===== config.mk =====
export PLATFORM = sky130hd
export DESIGN_NAME = mem_port_arbiter
export DESIGN_NICKNAME = d
export VERILOG_FILES = /design/src/rtl/mem_port_arbiter.sv
export SDC_FILE = /design/constraint.sdc
export NUM_CORES = 1
export LEC_CHECK = 0
export BUFFER_PORTS_ARGS = -buffer_cell sky130_fd_sc_hd__buf_4
export CAP_MARGIN = 20
export CORE_ASPECT_RATIO = 1.25
export CORE_UTILIZATION = 31
export CTS_CLUSTER_SIZE = 30
export DETAILED_ROUTE_END_ITERATION = 16
export PLACE_DENSITY = 0.83
export REMOVE_ABC_BUFFERS = 1
export SLEW_MARGIN = 30
export SYNTH_ARGS = -nofsm -noshare
export SYNTH_HDL_FRONTEND = slang
export SYNTH_SLANG_ARGS = --single-unit
export TNS_END_PERCENT = 10

===== constraint.sdc =====
create_clock -name clk -period 2.78 [get_ports clk]
set_input_delay 0.556 -clock clk [delete_from_list [all_inputs] [get_ports clk]]
set_output_delay 0.556 -clock clk [all_outputs]
set_load 0.02 [all_outputs]

===== src/rtl/mem_port_arbiter.sv =====
// mem_port_arbiter: round-robin two-client arbiter for a dual-port memory; per-client request/grant/read-return ports (*_i[c]), memory-side EN/addr/data lines, RAW stall on same-address write/read
module mem_port_arbiter #(
  parameter int ADDR_W = 6,
  parameter int DATA_W = 16,
  parameter int RD_LAT = 1
) (
  input  logic                   clk,
  input  logic                   rst,
  input  logic [1:0]             EN_wr_i,
  input  logic [1:0][ADDR_W-1:0] wr_addr_i,
  input  logic [1:0][DATA_W-1:0] wr_val_i,
  output logic [1:0]             RDY_wr_i,
  input  logic [1:0]             EN_rd_i,
  input  logic [1:0][ADDR_W-1:0] rd_addr_i,
  output logic [1:0]             RDY_rd_i,
  output logic [1:0]             VALID_rd_i,
  output logic [1:0][DATA_W-1:0] rd_data_i,
  output logic                   EN_writeMem,
  output logic [ADDR_W-1:0]      writeMem_addr,
  output logic [DATA_W-1:0]      writeMem_val,
  output logic                   EN_readMem,
  output logic [ADDR_W-1:0]      readMem_addr,
  input  logic [DATA_W-1:0]      readMem_val
);
  logic wr_prio_q, wr_prio_d, rd_prio_q, rd_prio_d;
  logic wr_sel, rd_sel, wr_go, rd_req, rd_go, raw;
  logic [RD_LAT-1:0] tag_v_q, tag_o_q;
  always_comb begin
    wr_sel = &EN_wr_i ? wr_prio_q : EN_wr_i[1];
    rd_sel = &EN_rd_i ? rd_prio_q : EN_rd_i[1];
    wr_go = ~rst & |EN_wr_i;
    rd_req = ~rst & |EN_rd_i;
    raw = wr_go & rd_req & (rd_addr_i[rd_sel] == wr_addr_i[wr_sel]);
    rd_go = rd_req & ~raw;
    wr_prio_d = wr_go ? ~wr_sel : wr_prio_q;
    rd_prio_d = rd_go ? ~rd_sel : rd_prio_q;
    RDY_wr_i = wr_go ? 2'b01 << wr_sel : 2'b00;
    RDY_rd_i = rd_go ? 2'b01 << rd_sel : 2'b00;
    EN_writeMem = wr_go;
    writeMem_addr = wr_go ? wr_addr_i[wr_sel] : '0;
    writeMem_val = wr_go ? wr_val_i[wr_sel] : '0;
    EN_readMem = rd_go;
    readMem_addr = rd_go ? rd_addr_i[rd_sel] : '0;
    VALID_rd_i = ~rst & tag_v_q[RD_LAT-1] ? 2'b01 << tag_o_q[RD_LAT-1] : 2'b00;
    rd_data_i[0] = VALID_rd_i[0] ? readMem_val : '0;
    rd_data_i[1] = VALID_rd_i[1] ? readMem_val : '0;
  end
  always_ff @(posedge clk) begin
    if (rst) begin
      wr_prio_q <= 1'b0;
      rd_prio_q <= 1'b0;
      tag_v_q <= '0;
      tag_o_q <= '0;
    end else begin
      wr_prio_q <= wr_prio_d;
      rd_prio_q <= rd_prio_d;
      tag_v_q[0] <= rd_go;
      tag_o_q[0] <= rd_sel;
      for (int k = 1; k < RD_LAT; k++) begin
        tag_v_q[k] <= tag_v_q[k-1];
        tag_o_q[k] <= tag_o_q[k-1];
      end
    end
  end
endmodule


==> results.cfg <==
[floorplanning]
die_w_um = 53.3
die_h_um = 66.2
ios = 146
core_sq_um = 3030
initial_core_util_pct = 33.7
die_area_sq_um = 3530
core.rowCount = 22

[clock_tree]
cts_root_buf = clkbuf_4
cts_hold_buffers = 0
clock_path_buffers = 2
numCtsBuffers = 3
cts_tree = built
h-tree-depth = 1
insertion_delay_ns = 0.24
clock_sinks = 4
cts.reportedPaths.clkPinSlew_ns = 0.04

[drt]
drtAntennaViolNets = 0
viasPerCell = 5.05
route.detailed.drc = 0
drtIter0Drc = 45
drt_first_pass_iters = 4
routed_wl_um = 4790
wire_per_inst_um = 14.3
vias = 1693

[critical_path]
reg2reg_depth = 9
arrival_ns = 2.32
r2r_setup_slack_ns = 0.50
crit_required_ns = 2.22
cp_max_fo = 7
cp-start-kind = register
critPathMostFrequentCell = buf_6
critPathCaptureType = primary output
r2r_start = rd_prio_q
cp_slowest_stage_delay_ns = 0.40
cp_cell_sequence = nand2b_4, buf_6, and3_4, o211ai_1, nand3_2, o41ai_4, buf_4, o21ba_4, buf_6
slowest_stage = o41ai_4
crit-reg2reg-capture = rd_prio_q
critPathTopFamily = compound AO/OA/AOI/OAI gates
path_class = register to primary output
path_buf_inv = 3

[timing]
post-route-period-util_pct = 103
finalSetupViolations = 8
tightest_slew_ns = 0.441
fin_hold_ws_ns = 0.466
fin_skew_ns = 0.00520
maxSlewHeadroom_pct = 70.6
max_freq_mhz = 348
finalWorstSetupSlack_ns = -0.0925
post-route-min-period_ns = 2.87
hold_viol_final = 0
rsz0062_at_grt = true
slew_violations = 0

[synth]
synth-main-ff-cell = dfxtp_1
synth_adder_area_share_pct = 0
synth_cell_types = 36
synth_top_family_by_area = compound AO/OA/AOI/OAI gates
synth_area_sq_um = 1020
ys_seq_area_share_pct = 7.84
synth_mux_area_share_pct = 1.96
synthXorXnorAreaFrac_pct = 0.858
syn_avg_cell_area_sq_um = 7.35
yosys.area_share.simple_pct = 39.2
yosys_warnings = 0
async_reset_ff_share_pct = 0
synth_compound_area_share_pct = 43.1
synth_cells = 139
synth_edf_count = 0
synth_seq_cells = 4

[hold_path]
hold_class = register to register
min_path_cells = 2
hold_path_startpoint = rd_prio_q
min_to = rd_prio_q

[status]
status = finished, violations left
violations = negative setup slack

[global_route]
antenna_found_initial = 0
grt_pass1_wl_um = 6740
grt_max_degree = 18
grt-ovfl-total = 0
first_global_vias = 1528
grt_use_total_pct = 25.5

[pwr]
p_per_area_nw_per_um2 = 236
finalPower_mw = 0.569
p_int_mw = 0.343
swShare_pct = 39.7
power_frac_seq_pct = 11.3
p_comb_share_pct = 75.4
p_clk_share_pct = 13.2
p_switching_mw = 0.226
power.leakage_nw = 1.29
peakVddDrop_mv = 0.193

[final_layout]
final_common_cell = buf_4
layout-drive-gt1-share_pct = 66.9
antenna-diode-count = 0
area_growth_pct = 136
layout_common_cells = buf_4 (158), and2_1 (33), a22o_1 (16)
final_nets = 379

[placement]
dp_hpwl_um = 3570
place_ws_ns = -0.0716
portBuffers = 145
place_congestion = 0.843

[run]
drv_cap = 0
==> flip-flops by register name, summed over array words and instances, names as in the netlist <==
signal / count
tag_v_q: 1
tag_o_q: 1
rd_prio_q: 1
wr_prio_q: 1
==> power groups by stage <==
stage	Combinational (mW)	Clock, mW	Sequential [mW]
after floorplan	0.179	0	0.0644
after global placement	0.383	0	0.0648
after detailed placement	0.388	0	0.0648
after CTS	0.418	0.0773	0.0641
after global routing	0.456	0.0788	0.0647
final	0.429	0.0753	0.0645
==> stage by stage <==
step | utilization, % | instance area (sq um) | cells | setup TNS, ns
after detailed placement | 73.6 | 2230 | 326 | -0.348
after CTS | 78.5 | 2380 | 334 | 0
final | 79.6 | 2410 | 335 | -0.481
after floorplan | - | 968 | 128 | 0
after global placement | 73.6 | 2230 | 326 | -0.254
after global routing | 79.6 | 2410 | 335 | -1.07
==> synthesized netlist by cell type (2+ instances only) <==
cell,instances,share of area [%]
and2_1,33,20
a22o_1,16,14
a21oi_1,8,3.9
nor2_1,8,2.9
clkbuf_1,7,2.6
nand3_1,6,2.9
a211o_1,5,4.3
dfxtp_1,4,7.8
inv_1,4,1.5
o21ai_1,4,2.0
o21ba_2,4,3.9
a21boi_2,3,3.3
and3_1,3,1.8
buf_2,3,1.5
nand2_1,3,1.1
o211ai_1,3,2.2
a21boi_1,2,1.5
and3_4,2,2.2
mux2i_1,2,2.0
nand4_2,2,2.5
o211ai_2,2,2.5
==> tightest hold or removal path, delay by kind of cell (launching register included) <==
| kind | cells | cell delay, ns |
|---|---|---|
| DFF | 1 | 0.31 |
| AOI/OAI and AO/OA | 1 | 0.06 |
| buffers and inverters | 1 | 0.04 |
==> per-layer routing <==
metal  up-vias  global-route usage [%]  part of all wire [%]
met1       766                    27.2                    36
met3         7                    4.60                   6.8
li1        834                       -                     -
met4         0                    5.59                  0.98
met5         -                       0                     0
met2        86                    49.5                    56
==> worst max-delay path by stage <==
stage | start | endpoint | cells past startpoint
2_1_floorplan | EN_wr_i[0] | writeMem_val[0] | 4
3_3_place_gp | EN_wr_i[0] | readMem_addr[2] | 9
3_5_place_dp | EN_wr_i[0] | readMem_addr[0] | 9
4_1_cts | EN_rd_i[0] | readMem_addr[4] | 10
5_1_grt | rd_prio_q | readMem_addr[3] | 9
6_report | rd_prio_q | readMem_addr[3] | 9
==> area by class of cell <==
cell class                 instances  area (sq um)
clock buffer                       3          22.5
fill                             240           617
inverter                           5          18.8
multi-input combinational        119           945
sequential                         4          81.3
tap                               36          45.0
timing repair buffer             168          1300
==> cell families (layout without fill, tap and decap cells) <==
logic type | Yosys count | count (layout)
AND/OR/NAND/NOR | 64 | 64
XOR/XNOR | 1 | 1
AO/OA/AOI/OAI | 52 | 52
flip-flops | 4 | 4
multiplexers | 2 | 2
buffers and inverters | 16 | 176
==> timing repair <==
action                                  CTS  global route
endpoints found under the setup margin    5             9
setup buffers                             5             1
gates resized for setup                  20             8
pin swaps                                 7             1
Power figures use the tool's default switching activity.
